[src/rtl/rsa256_uart_wrapper.sv]
// rsa256_uart_wrapper: Avalon-MM master that polls an RS232 UART, loads N/D/A into the RSA-256 core and returns plaintext bytes.
// Optional macro RSA_KEY_RELOAD_EN: an all-ones cipher block clears the key instead of being decrypted.
module rsa256_uart_wrapper #(
    parameter logic [4:0] RX_BASE     = 5'd0,
    parameter logic [4:0] TX_BASE     = 5'd4,
    parameter logic [4:0] STATUS_BASE = 5'd8,
    parameter int         RX_OK_BIT   = 7,
    parameter int         TX_OK_BIT   = 6,
    parameter int         IN_BYTES    = 32,
    parameter int         OUT_BYTES   = 31
) (
    input  logic         i_clk,
    input  logic         i_rst_n,
    output logic [4:0]   avm_address,
    output logic         avm_read,
    input  logic [31:0]  avm_readdata,
    output logic         avm_write,
    output logic [31:0]  avm_writedata,
    input  logic         avm_waitrequest,
    output logic         o_rsa_start,
    output logic [255:0] o_rsa_a,
    output logic [255:0] o_rsa_d,
    output logic [255:0] o_rsa_n,
    input  logic [255:0] i_rsa_result,
    input  logic         i_rsa_finished,
    output logic [2:0]   o_dbg_state
);

    typedef enum logic [2:0] {
        S_RX_POLL    = 3'd0,
        S_RX_READ    = 3'd1,
        S_CALC_START = 3'd2,
        S_CALC_WAIT  = 3'd3,
        S_TX_POLL    = 3'd4,
        S_TX_WRITE   = 3'd5
    } state_t;

    typedef enum logic [1:0] {
        F_N = 2'd0,
        F_D = 2'd1,
        F_A = 2'd2
    } field_t;

    localparam logic [5:0] LAST_IN  = 6'(IN_BYTES - 1);
    localparam logic [5:0] LAST_OUT = 6'(OUT_BYTES - 1);

    state_t         state, state_nx;
    field_t         field;
    logic [5:0]     cnt;
    logic [255:0]   n_r, d_r, a_r, result_r;
    logic [255:0]   a_shift;
    logic           rx_last, tx_last, key_reload;
    logic           unused_rdata;

    assign o_rsa_n      = n_r;
    assign o_rsa_d      = d_r;
    assign o_rsa_a      = a_r;
    assign o_dbg_state  = state;
    assign unused_rdata = ^avm_readdata[31:8];

    assign rx_last = (cnt == LAST_IN);
    assign tx_last = (cnt == LAST_OUT);
    assign a_shift = {a_r[247:0], avm_readdata[7:0]};

`ifdef RSA_KEY_RELOAD_EN
    assign key_reload = (field == F_A) && rx_last && (&a_shift);
`else
    assign key_reload = 1'b0;
`endif

    always_ff @(posedge i_clk) begin
        if (!i_rst_n) state <= S_RX_POLL;
        else          state <= state_nx;
    end

    // Avalon handshake: a request (read or write, never both) is driven purely from
    // state and registers, so it cannot change while avm_waitrequest=1; the transfer
    // completes, and readdata is sampled, in the first cycle with avm_waitrequest=0.
    always_comb begin
        state_nx      = state;
        avm_address   = STATUS_BASE;
        avm_read      = 1'b0;
        avm_write     = 1'b0;
        avm_writedata = {24'd0, result_r[247:240]};
        o_rsa_start   = 1'b0;
        case (state)
            S_RX_POLL: begin
                avm_read = 1'b1;
                if (!avm_waitrequest && avm_readdata[RX_OK_BIT]) state_nx = S_RX_READ;
            end
            S_RX_READ: begin
                avm_read    = 1'b1;
                avm_address = RX_BASE;
                if (!avm_waitrequest) begin
                    if (field == F_A && rx_last && !key_reload) state_nx = S_CALC_START;
                    else                                         state_nx = S_RX_POLL;
                end
            end
            S_CALC_START: begin
                o_rsa_start = 1'b1;
                state_nx    = S_CALC_WAIT;
            end
            S_CALC_WAIT: begin
                if (i_rsa_finished) state_nx = S_TX_POLL;
            end
            S_TX_POLL: begin
                avm_read = 1'b1;
                if (!avm_waitrequest && avm_readdata[TX_OK_BIT]) state_nx = S_TX_WRITE;
            end
            S_TX_WRITE: begin
                avm_write   = 1'b1;
                avm_address = TX_BASE;
                if (!avm_waitrequest) state_nx = tx_last ? S_RX_POLL : S_TX_POLL;
            end
            default: state_nx = S_RX_POLL;
        endcase
    end

    always_ff @(posedge i_clk) begin
        if (!i_rst_n) begin
            n_r      <= '0;
            d_r      <= '0;
            a_r      <= '0;
            result_r <= '0;
            cnt      <= '0;
            field    <= F_N;
        end else begin
            case (state)
                S_RX_READ: begin
                    if (!avm_waitrequest) begin
                        case (field)
                            F_N:     n_r <= {n_r[247:0], avm_readdata[7:0]};
                            F_D:     d_r <= {d_r[247:0], avm_readdata[7:0]};
                            default: a_r <= a_shift;
                        endcase
                        if (rx_last) begin
                            cnt <= '0;
                            case (field)
                                F_N:     field <= F_D;
                                default: field <= F_A;
                            endcase
                            // Reload request: forget the key entirely, the next bytes are a new N.
                            if (key_reload) begin
                                n_r   <= '0;
                                d_r   <= '0;
                                a_r   <= '0;
                                field <= F_N;
                            end
                        end else begin
                            cnt <= cnt + 6'd1;
                        end
                    end
                end
                S_CALC_WAIT: begin
                    if (i_rsa_finished) begin
                        result_r <= i_rsa_result;
                        cnt      <= '0;
                    end
                end
                S_TX_WRITE: begin
                    if (!avm_waitrequest) begin
                        result_r <= result_r << 8;
                        if (tx_last) begin
                            cnt   <= '0;
                            field <= F_A;
                        end else begin
                            cnt <= cnt + 6'd1;
                        end
                    end
                end
                default: ;
            endcase
        end
    end

endmodule

[config.mk]
export PLATFORM = sky130hd
export DESIGN_NAME = rsa256_uart_wrapper
export DESIGN_NICKNAME = d
export VERILOG_FILES = /design/src/rtl/rsa256_uart_wrapper.sv
export SDC_FILE = /design/constraint.sdc
export NUM_CORES = 2
export LEC_CHECK = 0
export CORE_AREA = 2 2 426 428
export CTS_BUF_LIST = sky130_fd_sc_hd__clkbuf_2 sky130_fd_sc_hd__clkbuf_4 sky130_fd_sc_hd__clkbuf_8
export CTS_CLUSTER_SIZE = 8
export DETAILED_ROUTE_END_ITERATION = 10
export DIE_AREA = 0 0 428 430
export SLEW_MARGIN = 0
export SYNTH_ARGS = -nofsm -noshare
export SYNTH_HDL_FRONTEND = slang
export SYNTH_SLANG_ARGS = --single-unit
[constraint.sdc]
create_clock -name i_clk -period 2.2 [get_ports i_clk]
set_input_delay 0.66 -clock i_clk [delete_from_list [all_inputs] [get_ports i_clk]]
set_output_delay 0.66 -clock i_clk [all_outputs]
set_load 0.005 [all_outputs]
Word level (Yosys, flattened, before mapping)

Cells that the tools add are included.

Register bits after elaboration: 1,027
Input bits: 292
Output and inout bits: 811

$add $sub $neg: 1
Equal/unequal tests: 16
Multiplexer cells: 27
Bitwise operators: 2
Reductions and logical operators: 18

Operators by type and width:

| cell                                          | count |
|---|---|
| two-way mux 248 bit                           | 2 |
| one-hot mux 248 bit (2 select lines)          | 1 |
| two-way mux 6 bit                             | 5 |
| two-way mux 3 bit                             | 6 |
| one-hot mux 3 bit (6 select lines)            | 1 |
| one-hot mux 6 bit (3 select lines)            | 1 |
| != test 2 bit, second input constant          | 7 |
| == test 6 x 5 -> 1 bit, second input constant | 2 |
| two-way mux 2 bit                             | 6 |
| AND reduction 3 bit                           | 4 |
| AND reduction 5 bit                           | 2 |
| one-hot mux 4 bit (2 select lines)            | 1 |
| adder 6 x 1 -> 6 bit, second input constant   | 1 |
| == test 3 x 2 -> 1 bit, second input constant | 2 |
| == test 3 bit, second input constant          | 2 |
| one-hot mux 2 bit (2 select lines)            | 1 |
| AND reduction 4 bit                           | 1 |
| nonzero test 2 bit                            | 2 |
| == test 3 x 1 -> 1 bit, second input constant | 1 |
| logical AND 1 bit                             | 3 |
| logical NOT 3 bit                             | 1 |
| two-way mux 1 bit                             | 3 |
| nonzero test 3 bit                            | 1 |
| OR reduction 3 bit                            | 1 |
| 6 further kinds                               | 7 |

Depth between registers and ports, before layout

Depth in word-level cells: 5
Gate-level depth with buffers: 8

Worst setup path after synthesis

OpenSTA, ideal clock, no wires.

Kind: flip-flop to output port
Start: register state[2], in the netlist o_dbg_state[2]
End: output avm_address[2]
Arrival: 1,240 ps
Required time: 1,540 ps
Setup slack: 300 ps
Cell stages (with the launch flop): 7
Buffers on the path: 4
Cells stage by stage: dfxtp_1 buf_4 nand3b_1 buf_4 clkinv_2 buf_2 buf_4

Longest elaborated chain between the ends: 2

RTL lines:

| what                                                           | RTL line | RTL |
|---|---|---|
| start: declaration                                             | 47       | `state_t state, state_nx;` |
| start signal: assignment                                       | 73       | `else state <= state_nx;` |
| == test 3 bit / == test 3 x 1 -> 1 bit (equally long branches) | 86       | `case (state)` |
| one-hot mux 4 bit (2 select lines) (*)                         | 86       |  |
| end: declaration                                               | 14       | `output logic [4:0] avm_address,` |

Every way passes the cells marked *; elsewhere a longest branch is shown, timed or not.

Worst setup path in the final report

Start: register state[1], in the netlist o_dbg_state[1]
End: output avm_write

Longest elaborated chain between the ends: 2

RTL lines:

| what              | RTL line | RTL |
|---|---|---|
| == test 3 bit     | 86       |  |
| two-way mux 1 bit | 86       |  |
| end: declaration  | 17       | `output logic avm_write,` |

No other way between the ends.

==> metrics.yaml <==
layout.nets: 6570
seq_area_frac_synth_pct: 53.8
row_count: 156
port_buffers: 1043
dp.cells: 8084
core_area_um2: 180000
numCtsBuffers: 180
slowest_delay_ns: 0.35
synth_cell_type_count: 47
seqPwrFrac_pct: 47.2
end_kind: "primary output"
ir_drop_uv: 691
regToRegStartpoint: "o_dbg_state[2]$_SDFFE_PN0P_"
synth_edf_count: 0
fin_area_um2: 58100
hp-start: "i_rsa_result[206]"
leakagePower_nw: 22.9
power_density_nw_per_um2: 674
drc: 0
cts-htree-levels: 4
final-max-slew-violation-count: 0
yosys_most_used_dff: "dfxtp_1"
hold_viol_final: 0
cts_tree: "yes"
holdPathEnd: "result_r[206]$_SDFFE_PN0P_"
cts-root-buf: "clkbuf_8"
fin_cells: 8798
dieArea_um2: 184000
power.switching_mw: 9.16
drv_cap: 0
cp.required_ns: 1.54
p_comb_share_pct: 3.8
die_y_um: 430
drt_iter0_drc: 2426
ys_warn_count: 0
p_total_mw: 39.2
path_cells: "nand3b_1 > clkinv_4 > buf_6"
r2r_cells: 11
grt_max_degree: 87
critical_path.top_delay_family: "flip-flops"
critPathLaunchType: "flip-flop"
cp.arrival_ns: 1.80
p_clk_share_pct: 49.0
hold_depth: 3
finalSetupViolCount: 8
crit_buf_inv: 2
violations: "setup timing"
rrSetupSlack_ns: 0.04
antenna_found_initial: 13
status: "complete, but fails checks"
async_flop_share_pct: 0
dpl_worst_slack_ns: -0.472
ant_nets: 0
grt_overflow_total: 0
setup_ws_ns: -0.262
slowest_stage: "dfxtp_4"
area_growth_pct: 52.0
synthCells: 4821
clock_latency_ns: 0.92
switching_share_pct: 23.4
fin_util_pct: 32.3
drive_gt1_share_pct: 40.1
final_cell_mix: "nand2_1, a21oi_1, dfxtp_2, buf_4, buf_2"
ios: 1103
skew_ns: 0.0359
timing.slew.headroom_pct: 62.4
via_per_inst: 4.42
cts.sinks: 1027
fin_crit_ns: 2.46
reg2reg_to: "result_r[41]$_SDFFE_PN0P_"
grt_pass1_wl_mm: 241
grt_pass1_vias: 37100
syn_avg_cell_area_um2: 7.93
finalCritPeriodShare_pct: 112
crit_fanout: 3
min_path_type: "in -> reg"
rsz0062_at_grt: "true"
detailed_place_hpwl_mm: 120
gp_congestion: 0.905
clk_pin_slew_ns: 0.06
placed_cell_area_um2: 52400
clk_path_buf_depth: 3
internal_power_mw: 30.0
worst_pin_slew_ns: 0.562
wl_mm: 167
gr-usage-all-layers_pct: 17.2
initial_core_util_pct: 21.3
synth-seq-cells: 1027
routedWlPerCell_um: 19.0
final_common_cell: "nand2_1"
syn-cell-area_um2: 38200
first_pass_iters: 6
timing.fmax_ghz: 0.406
die_w_um: 428
vias: 38900
crit_type: "reg -> out"
[cell type report]
type	count	area [µm²]
fillers	19000	122000
flip-flops and latches	1027	21700
well taps	2370	2970
diodes	11	27.5
multi-input cells	3384	15800
inverters	5	33.8
clock buffers	283	3530
clock inverters	40	410
repair buffers	1678	13800
[repair_timing]
item / in CTS / in global routing
buffers inserted: 365 / 8
endpoints found under the setup margin: 784 / 24
pin swaps: 2 / 15
resized for setup: 4200 / 116
cloned: 0 / 7
hold buffers: 0 / 0
[per-layer routing]
metal  vias to the layer above  track usage [%]  routed length (µm)
met5                         -                0                   0
met4                         0             7.94                7750
met3                       347             4.78               10700
met2                      1248             29.8               82900
met1                     18500             19.6               66100
li1                      18800                -                   -
[Yosys cell counts, types with 2 or more instances]
cell / count / area, µm²
a21oi_1: 777 / 3890
a22oi_1: 8 / 60.1
a311oi_1: 208 / 1820
a311oi_2: 32 / 480
a31oi_1: 2 / 12.5
and2_1: 3 / 18.8
and3b_1: 2 / 17.5
buf_2: 86 / 430
buf_4: 104 / 781
buf_6: 30 / 338
buf_8: 6 / 90.1
clkbuf_1: 204 / 766
dfxtp_1: 1027 / 20600
ha_1: 2 / 25.0
inv_1: 4 / 15.0
mux2i_1: 3 / 30.0
nand2_1: 2022 / 7590
nand2b_1: 2 / 12.5
nand3_1: 3 / 15.0
nand3b_1: 3 / 22.5
nor2_1: 258 / 968
nor3b_1: 2 / 15.0
o2111ai_1: 2 / 17.5
o21a_1: 2 / 15.0
o21ai_0: 3 / 15.0
xnor2_1: 5 / 43.8
[how the worst max path moves through the flow]
| stage | start | to | slack [ns] | depth (start not counted) |
|---|---|---|---|---|
| 4_1_cts | o_dbg_state[1]$_SDFFE_PN0P_ | avm_write | -0.48 | 3 |
| 2_1_floorplan | o_dbg_state[2]$_SDFFE_PN0P_ | avm_address[2] | 0.30 | 6 |
| 3_5_place_dp | avm_waitrequest | result_r[92]$_SDFFE_PN0P_ | -0.47 | 8 |
| 6_report | o_dbg_state[1]$_SDFFE_PN0P_ | avm_write | -0.26 | 3 |
| 3_3_place_gp | avm_waitrequest | result_r[120]$_SDFFE_PN0P_ | -0.40 | 8 |
| 5_1_grt | o_dbg_state[1]$_SDFFE_PN0P_ | avm_write | -0.40 | 3 |
[state kept, by name (all words and copies together) (netlist names)]
| register | cells |
|---|---|
| cnt | 6 |
| field | 2 |
| o_dbg_state | 3 |
| o_rsa_a | 256 |
| o_rsa_d | 256 |
| o_rsa_n | 256 |
| result_r | 248 |
[power groups by stage]
stage | Clock [mW] | Sequential, mW | Combinational, mW
finish | 19.2 | 18.5 | 1.49
global route | 20.5 | 18.5 | 1.58
CTS | 19.7 | 18.5 | 1.47
detailed placement | 0 | 19.0 | 1.45
global placement | 0 | 19.0 | 1.45
floorplan | 0 | 19.0 | 0.538
[cells by family after synthesis]
group | Yosys count | synth area share, %
AO/OA/AOI/OAI | 1041 | 16.7
XOR/XNOR | 5 | 0.115
adder cells (fa/ha/maj) | 2 | 0.0654
buffers and inverters | 436 | 6.39
flip-flops | 1027 | 53.8
multiplexers | 3 | 0.0785
other | 1 | 0.00981
AND/OR/NAND/NOR | 2306 | 22.9
[through the flow]
stage                     TNS [ns]  hold slack (ns)
final                        -1.43            0.320
after global routing        -10.62            0.229
after CTS                    -3.23            0.165
after detailed placement   -318.14            0.447
after global placement     -303.24            0.442
after floorplan                  0            0.453
[worst reg2reg max path, stage by stage (launching register included)]
cell and delay (ns):
dfxtp_4 0.36, buf_6 0.12, buf_4 0.13, buf_6 0.12, nor3b_2 0.14, buf_4 0.14
o21a_4 0.28, buf_12 0.19, buf_12 0.14, buf_16 0.14, buf_6 0.13, a311oi_2 0.18
(Power assumes the default switching activity.)
